## src/rtl/demux1to2_16bit_buf_if.sv

```systemverilog
// ============================================================================
// Module   : demux1to2_16bit_buf_if
// Purpose  : Producer-side and consumer-side handshake bundle for the 1-to-2 demux.
// Revision : 1.0 - initial release
// ============================================================================
`default_nettype none

interface demux1to2_16bit_buf_if #(
    parameter int WIDTH = 16
);
    logic             select;
    logic             in_valid;
    logic             in_ready;
    logic [WIDTH-1:0] in_data;
    logic             out0_valid;
    logic             out0_ready;
    logic [WIDTH-1:0] out0_data;
    logic             out1_valid;
    logic             out1_ready;
    logic [WIDTH-1:0] out1_data;

    modport master (
        output select, in_valid, in_data, out0_ready, out1_ready,
        input  in_ready, out0_valid, out0_data, out1_valid, out1_data
    );

    modport slave (
        input  select, in_valid, in_data, out0_ready, out1_ready,
        output in_ready, out0_valid, out0_data, out1_valid, out1_data
    );
endinterface

`default_nettype wire

```

## src/rtl/demux1to2_16bit_buf.sv

```systemverilog
// ============================================================================
// Module   : demux1to2_16bit_buf
// Purpose  : Routes a 16-bit valid/ready stream into one of two FWFT FIFOs.
//            Define DEMUX_COUNT_EN to add per-channel delivered-word counters.
// Revision : 1.0 - initial release
// ============================================================================
`default_nettype none

module demux1to2_16bit_buf #(
    parameter int WIDTH = 16,
    parameter int DEPTH = 2,
    parameter int CW    = 8
) (
    input  wire logic              clk,
    input  wire logic              reset_n,
    demux1to2_16bit_buf_if.slave   bus
`ifdef DEMUX_COUNT_EN
    ,
    output      logic [CW-1:0]     cnt0,
    output      logic [CW-1:0]     cnt1
`endif
);

    localparam int AW = (DEPTH > 1) ? $clog2(DEPTH) : 1;
    localparam int OW = $clog2(DEPTH + 1);

    logic [1:0]            w_full;
    logic [1:0]            w_empty;
    logic [1:0]            w_push;
    logic [1:0]            w_pop;
    logic [1:0]            w_out_ready;
    logic [1:0][WIDTH-1:0] w_out_data;

    // Readiness depends only on the addressed FIFO, never on in_valid.
    assign bus.in_ready   = ~w_full[bus.select];
    assign w_out_ready    = {bus.out1_ready, bus.out0_ready};
    assign bus.out0_valid = ~w_empty[0];
    assign bus.out1_valid = ~w_empty[1];
    assign bus.out0_data  = w_out_data[0];
    assign bus.out1_data  = w_out_data[1];

    for (genvar n = 0; n < 2; n++) begin : g_ch
        logic [WIDTH-1:0] mem_q [DEPTH];
        logic [AW-1:0]    wr_ptr_q, wr_ptr_d;
        logic [AW-1:0]    rd_ptr_q, rd_ptr_d;
        logic [OW-1:0]    occ_q, occ_d;

        assign w_full[n]  = (occ_q == OW'(DEPTH));
        assign w_empty[n] = (occ_q == '0);
        assign w_push[n]  = bus.in_valid & ~w_full[n] & (bus.select == 1'(n));
        assign w_pop[n]   = ~w_empty[n] & w_out_ready[n];

        // Empty channels present zero so the data bus never shows stale words.
        assign w_out_data[n] = w_empty[n] ? '0 : mem_q[rd_ptr_q];

        always_comb begin
            wr_ptr_d = wr_ptr_q;
            rd_ptr_d = rd_ptr_q;
            occ_d    = occ_q;
            if (w_push[n]) wr_ptr_d = wr_ptr_q + AW'(1);
            if (w_pop[n])  rd_ptr_d = rd_ptr_q + AW'(1);
            case ({w_push[n], w_pop[n]})
                2'b10:   occ_d = occ_q + OW'(1);
                2'b01:   occ_d = occ_q - OW'(1);
                default: occ_d = occ_q;
            endcase
        end

        always_ff @(posedge clk or negedge reset_n) begin
            if (!reset_n) begin
                for (int i = 0; i < DEPTH; i++) mem_q[i] <= '0;
                wr_ptr_q <= '0;
                rd_ptr_q <= '0;
                occ_q    <= '0;
            end else begin
                if (w_push[n]) mem_q[wr_ptr_q] <= bus.in_data;
                wr_ptr_q <= wr_ptr_d;
                rd_ptr_q <= rd_ptr_d;
                occ_q    <= occ_d;
            end
        end

`ifdef DEMUX_COUNT_EN
        logic [CW-1:0] cnt_q;

        always_ff @(posedge clk or negedge reset_n) begin
            if (!reset_n)      cnt_q <= '0;
            else if (w_pop[n]) cnt_q <= cnt_q + CW'(1);
        end
`endif
    end

`ifdef DEMUX_COUNT_EN
    assign cnt0 = g_ch[0].cnt_q;
    assign cnt1 = g_ch[1].cnt_q;
`endif

endmodule

`default_nettype wire
```

## src/flat_wrapper.sv

```systemverilog
// flat-port wrapper written by rule: the top's interface ports become plain ports
module demux1to2_16bit_buf_flat 
#(
    parameter int WIDTH = 16,
    parameter int DEPTH = 2,
    parameter int CW    = 8
)
  (clk, reset_n, bus_select, bus_in_valid, bus_in_data, bus_out0_ready, bus_out1_ready, bus_in_ready, bus_out0_valid, bus_out0_data, bus_out1_valid, bus_out1_data);
  demux1to2_16bit_buf_if #(.WIDTH(WIDTH)) bus_i ();
  input  wire logic clk;
  input  wire logic reset_n;
  input wire logic [$bits(bus_i.select)-1:0] bus_select;
  input wire logic [$bits(bus_i.in_valid)-1:0] bus_in_valid;
  input wire logic [$bits(bus_i.in_data)-1:0] bus_in_data;
  input wire logic [$bits(bus_i.out0_ready)-1:0] bus_out0_ready;
  input wire logic [$bits(bus_i.out1_ready)-1:0] bus_out1_ready;
  output wire logic [$bits(bus_i.in_ready)-1:0] bus_in_ready;
  output wire logic [$bits(bus_i.out0_valid)-1:0] bus_out0_valid;
  output wire logic [$bits(bus_i.out0_data)-1:0] bus_out0_data;
  output wire logic [$bits(bus_i.out1_valid)-1:0] bus_out1_valid;
  output wire logic [$bits(bus_i.out1_data)-1:0] bus_out1_data;
  assign bus_i.select = bus_select;
  assign bus_i.in_valid = bus_in_valid;
  assign bus_i.in_data = bus_in_data;
  assign bus_i.out0_ready = bus_out0_ready;
  assign bus_i.out1_ready = bus_out1_ready;
  assign bus_in_ready = bus_i.in_ready;
  assign bus_out0_valid = bus_i.out0_valid;
  assign bus_out0_data = bus_i.out0_data;
  assign bus_out1_valid = bus_i.out1_valid;
  assign bus_out1_data = bus_i.out1_data;
  demux1to2_16bit_buf #(.WIDTH(WIDTH), .DEPTH(DEPTH), .CW(CW)) u_core (.clk(clk), .reset_n(reset_n), .bus(bus_i));
endmodule
```

## config.mk

```make
export PLATFORM = sky130hd
export DESIGN_NAME = demux1to2_16bit_buf_flat
export DESIGN_NICKNAME = d
export VERILOG_FILES = /design/src/rtl/demux1to2_16bit_buf_if.sv /design/src/rtl/demux1to2_16bit_buf.sv /design/src/flat_wrapper.sv
export SDC_FILE = /design/constraint.sdc
export NUM_CORES = 1
export LEC_CHECK = 0
export BUFFER_PORTS_ARGS = -buffer_cell sky130_fd_sc_hd__buf_2
export CORE_MARGIN = 3
export CORE_UTILIZATION = 50
export DETAILED_ROUTE_END_ITERATION = 8
export PLACE_DENSITY = 0.75
export SYNTH_ARGS = -nofsm -noshare
export SYNTH_HDL_FRONTEND = slang
export SYNTH_SLANG_ARGS = --single-unit
```

## constraint.sdc

```tcl
create_clock -name clk -period 1.65 [get_ports clk]
set_input_delay 0 -clock clk [delete_from_list [all_inputs] [get_ports clk]]
set_output_delay 0 -clock clk [all_outputs]
set_load 0.02 [all_outputs]
```

Yosys cells after proc, flatten, opt, wreduce, memory -nomap -nowiden
Index checks and enable logic that the tools add are counted.
{"block": "word_totals", "regBits": 72, "wordCells": 71}
{"block": "classes", "n_addsub": 8, "n_lt_le_gt_ge": 7, "n_eq_ne": 6, "mux": 18, "bitwise": 16, "n_reduce_logical": 6}
{"operator": "$mux W16", "n": 10}
{"operator": "$bwmux W32", "n": 2}
{"operator": "$demux W16 S1", "n": 2}
{"operator": "$eq A2 B2 Y1 const B", "n": 4}
{"operator": "$ge A2 B2 Y1 const B", "n": 4}
{"operator": "$not A1 Y2", "n": 4}
{"operator": "$pmux W2 S2", "n": 2}
{"operator": "$and A1 B1 Y1", "n": 6}
{"operator": "$not A1 Y1", "n": 6}
{"operator": "$add A1 B1 Y1 const B", "n": 4}
{"operator": "$add A2 B1 Y2 const B", "n": 2}
{"operator": "$eq A2 B1 Y1 const B", "n": 2}
{"operator": "$logic_not A2 Y1", "n": 2}
{"operator": "$lt A2 B1 Y1 const B", "n": 2}
{"operator": "$reduce_bool A2 Y1", "n": 2}
{"operator": "$sub A2 B1 Y2 const B", "n": 2}
{"operator": "$logic_and A1 B1 Y1", "n": 2}
{"operator": "$lt A1 B2 Y1 const B", "n": 1}
{"operator": "$mux W1", "n": 2}

Logic depth before layout (Yosys ltp)
{"block": "logic_depth", "depth_word": 6, "mapped_depth": 6, "depth_no_buf": 6}

Worst setup path before layout
Ideal clock, no wire load.
{"block": "synth_timing", "kind": "register -> register", "from": "reg u_core.g_ch[0].occ_q[0]", "to": "reg u_core.g_ch[0].occ_q[1]", "setup_ps": 79, "arrival_time_ps": 1458, "required_time_ps": 1571, "slack_ps": 113, "path_stages_with_launch": 6, "n_path_buf": 0, "synth_period_minus_slack_ps": 1537, "path_cell_list": "dfrtp_1 > nor2_1 > nor2b_1 > ha_1 > nor2_1 > xor2_1"}
{"block": "synth_via", "elab_cells_between_ends": 13, "cone_classes": "2 x add/sub; 3 x eq/ne; 1 x mux; 5 x bitwise; 2 x reduce/logical"}
{"item": "start: declaration", "line_no": "demux1to2_16bit_buf.sv:46", "text": "logic [OW-1:0] occ_q, occ_d;"}
{"item": "start signal: assignment", "line_no": "demux1to2_16bit_buf.sv:74", "text": "occ_q <= '0;"}
{"item": "start signal: assignment", "line_no": "demux1to2_16bit_buf.sv:79", "text": "occ_q <= occ_d;"}
{"item": "$logic_not A2 Y1 (*)", "line_no": "demux1to2_16bit_buf.sv:49", "text": "assign w_empty[n] = (occ_q == '0);"}
{"item": "$not A1 Y1 (*)", "line_no": "demux1to2_16bit_buf.sv:51", "text": "assign w_pop[n] = ~w_empty[n] & w_out_ready[n];"}
{"item": "$and A1 B1 Y1 (*)", "line_no": "demux1to2_16bit_buf.sv:51"}
{"item": "named net u_core.w_pop[0]", "line_no": "demux1to2_16bit_buf.sv:30", "text": "logic [1:0] w_pop;"}
{"item": "$eq A2 B1 Y1 / $eq A2 B2 Y1 (equally long branches)", "line_no": "demux1to2_16bit_buf.sv:62", "text": "case ({w_push[n], w_pop[n]})"}
{"item": "$pmux W2 S2 / $reduce_bool A2 Y1 (equally long branches)"}
The timed path passes the listed nets; every way through them passes the cells marked *.
A chain may end at the register's enable or synchronous reset.

Final worst setup path
{"block": "layout_timing", "from": "reg u_core.g_ch[1].occ_q[0]", "to": "reg u_core.g_ch[1].mem_q[7] in the netlist's numbering"}
{"block": "layout_via", "elab_chain_len": 4}
{"item": "start: declaration", "line_no": "demux1to2_16bit_buf.sv:46"}
{"item": "start signal: assignment", "line_no": "demux1to2_16bit_buf.sv:74"}
{"item": "start signal: assignment", "line_no": "demux1to2_16bit_buf.sv:79"}
{"item": "$eq A2 B2 Y1", "line_no": "demux1to2_16bit_buf.sv:48", "text": "assign w_full[n] = (occ_q == OW'(DEPTH));"}
{"item": "$not A1 Y1", "line_no": "demux1to2_16bit_buf.sv:50", "text": "assign w_push[n] = bus.in_valid & ~w_full[n] & (bus.select == 1'(n));"}
{"item": "$and A1 B1 Y1 (2 in a row)", "line_no": "demux1to2_16bit_buf.sv:50"}
{"item": "end signal: indexed assignment", "line_no": "demux1to2_16bit_buf.sv:76", "text": "if (w_push[n]) mem_q[wr_ptr_q] <= bus.in_data;"}
{"item": "end: declaration", "line_no": "demux1to2_16bit_buf.sv:43", "text": "logic [WIDTH-1:0] mem_q [DEPTH];"}
Every way passes these cells.

==> impl_metrics.toml <==
[clock_tree]
numCtsBuffers = 9
cts_tree = "done"
clock_latency_ns = 0.33
cts_htree_levels = 3
cts_sinks = 72
cts-root-buf = "clkbuf_8"
clockBufferDepth = 2
cts_resized = 0
ctsHoldBuffers = 17
clkTransAtPathRegs_ns = 0.07
cts_setup_buffers = 0

[final_layout]
drive_gt1_share_pct = 43.3
final_cells = 403
num_antenna_cells = 0
nFillCells = 503
layout_common_cells = "72 x dfrtp_1, 56 x buf_2, 37 x nor2_1"
multi_input_area_um2 = 1530
area_growth_pct = 21.6
seqCellArea_um2 = 1800
nNetsFinal = 348
layout_commonest_cell = "dfrtp_1"

[timing]
max_slew.worst_pin.slew_ns = 0.407
post-route-min-period_ns = 1.54
min_period_over_period_pct = 93.3
setup_viol = 0
skew_ns = 0.00523
fmax_mhz = 650
rsz0062_at_grt = "false"
slew_viol_final = 0
finalHoldViolCount = 0
slew-limit-headroom_pct = 72.8
finalSetupTns_ns = 0

[pwr]
total_power_uw = 9080
ir_drop_uv = 839
p_leak_uw = 0.00204
pwr_density_cell_nw_per_um2 = 2180

[worst_setup_path]
cp-endpoint = "u_core.g_ch[1].mem_q[7]"
critPathCaptureType = "register"
critical-path-top-delay-family = "simple AND/OR/NAND/NOR gates"
crit_type = "register to register"
worst-path-stages = 3
slowest_stage = "dfrtp_1"
worst_path_largest_cell_delay_ns = 0.43
critPathRequiredTime_ns = 1.87
critPathMaxFanout = 16
r2r_start = "u_core.g_ch[1].occ_q[0]"
reg2reg_depth = 3
start_kind = "register"
arrival_ns = 1.76
r2r_slack_ns = 0.11
crit_chain = "nand2b_1 -> nand4_4 -> mux2_1"
cp-startpoint = "u_core.g_ch[1].occ_q[0]"
crit_buf_inv = 0
r2r_end = "u_core.g_ch[1].mem_q[7]"

[routing]
wl_met2_mm = 3.28
drc = 0
via_per_inst = 5.22
dr.pass1.iters = 4
wl_per_cell_um = 16.5
top_layer = "met4"
drtAntennaViolNets = 0
wl_met3_um = 227
via_count = 2102
drt_iter0_markers = 64
wl_met1_mm = 2.99
wirelength_mm = 6.64

[die]
die_w_um = 88.8
core-area_um2 = 6490
start_util_pct = 52.8
die-area_um2 = 7890
io_pins = 57
fp.dieH_um = 88.8
std_cell_rows = 29

[min_path]
min_path_type = "primary input to register"

[place]
port_buffers = 56
place_inst = 373
gp_congestion = 0.804
dp_hpwl_mm = 4.43

[global_route]
antenna_found_initial = 0
first_global_vias = 2167
grt_pass1_wl_mm = 10.8
grt_usage_pct = 18.3
grt-ovfl-total = 0
grt_start_max_net_pins = 73

[logic_synthesis]
synth_nets = 268
ys_types = 25
synthSimpleGateAreaFrac_pct = 7.88
ys_ff_latch = 72
synthesis.area_um2 = 3430
netlist_instances = 244
synth_compound_gate_area_share_pct = 0.146
ys.flop_type = "dfrtp_1"
seq_area_frac_synth_pct = 52.5
yosys_warnings = 0
synth_area_per_cell_um2 = 14.1
async_flop_share_pct = 100
synthMuxAreaShare_pct = 33.3
synth_top_family_by_area = "multiplexers"
synth_edf_count = 0
synth_fa_ha_area_share_pct = 0.729
synth-xor-area-share_pct = 2.55

[job]
maxCapViolCount = 0

[status]
status = "completed"
## kinds of logic (layout without fill, tap and decap cells)
kind of cell / count (synthesis) / in the layout
xor+xnor: 10 / 10
fa+ha+maj: 2 / 2
compound gates: 1 / 1
mux: 96 / 96
buf+inv: 14 / 96
simple gates: 49 / 49
flops: 72 / 72
## metal layers
layer  track usage (%)  up-vias
met5                 0        -
met4              7.69        0
met3              3.35       11
met2              29.5       41
met1              24.2     1048
li1                  -     1002
## how the worst min path moves through the flow
stage,from,to,slack [ns],depth (start not counted)
final,bus_in_valid,u_core.g_ch[1].wr_ptr_q,0.07,3
after global routing,bus_in_valid,u_core.g_ch[1].wr_ptr_q,0.07,3
after CTS,bus_in_valid,u_core.g_ch[1].wr_ptr_q,0.06,3
after detailed placement,reset_n,u_core.g_ch[1].mem_q[17],0.06,2
after global placement,reset_n,u_core.g_ch[0].mem_q[3],0.06,2
after floorplan,reset_n,u_core.g_ch[0].mem_q[0],-0.30,0
## through the flow
| stage | util (%) | setup slack [ns] | hold slack (ns) | instance area (um^2) |
|---|---|---|---|---|
| floorplan | - | 0.113 | -0.296 | 3430 |
| global placement | 58.9 | 0.157 | 0.0554 | 3830 |
| detailed placement | 58.9 | 0.107 | 0.0593 | 3830 |
| CTS | 64.2 | 0.0995 | 0.0575 | 4170 |
| global route | 64.2 | 0.0277 | 0.0741 | 4170 |
| finish | 64.2 | 0.110 | 0.0682 | 4170 |
## synthesized netlist by cell type (2+ instances only)
master    instances  area (um^2)
buf_2             6         30.0
clkbuf_1          2         7.51
buf_6             3         33.8
dfrtp_1          72         1800
ha_1              2         25.0
mux2_4           27          405
mux2i_1          32          320
xnor2_1           6         52.6
xor2_1            4         35.0
inv_1             2         7.51
mux2_2           34          383
nor2b_1           3         18.8
mux2_1            3         33.8
nor2_1           37          139
## tightest hold or removal path: cells and delay by family
family                 cells  cell delay [ns]
XOR/XNOR                   1             0.07
AND/OR/NAND/NOR            1             0.13
buffers and inverters      1             0.16
## state kept, by name, indices dropped and copies added (netlist names)
register,count
u_core.g_ch.mem_q,64
u_core.g_ch.occ_q,4
u_core.g_ch.rd_ptr_q,2
u_core.g_ch.wr_ptr_q,2
## where the power goes
| part | total, uW | internal (uW) | switching [uW] |
|---|---|---|---|
| sequential | 3250 | 2680 | 572 |
| combinational | 4540 | 2200 | 2350 |
| clock | 1290 | 717 | 569 |
## final cells by class
class,instances,share of cell area [%]
multi-input cells,158,36.7
flip-flops and latches,72,43.2
repair buffers,81,13.4
well taps,77,2.31
inverters,2,0.180
clock buffers,12,3.48
clock inverters,1,0.720
Power figures use the tool's default switching activity.
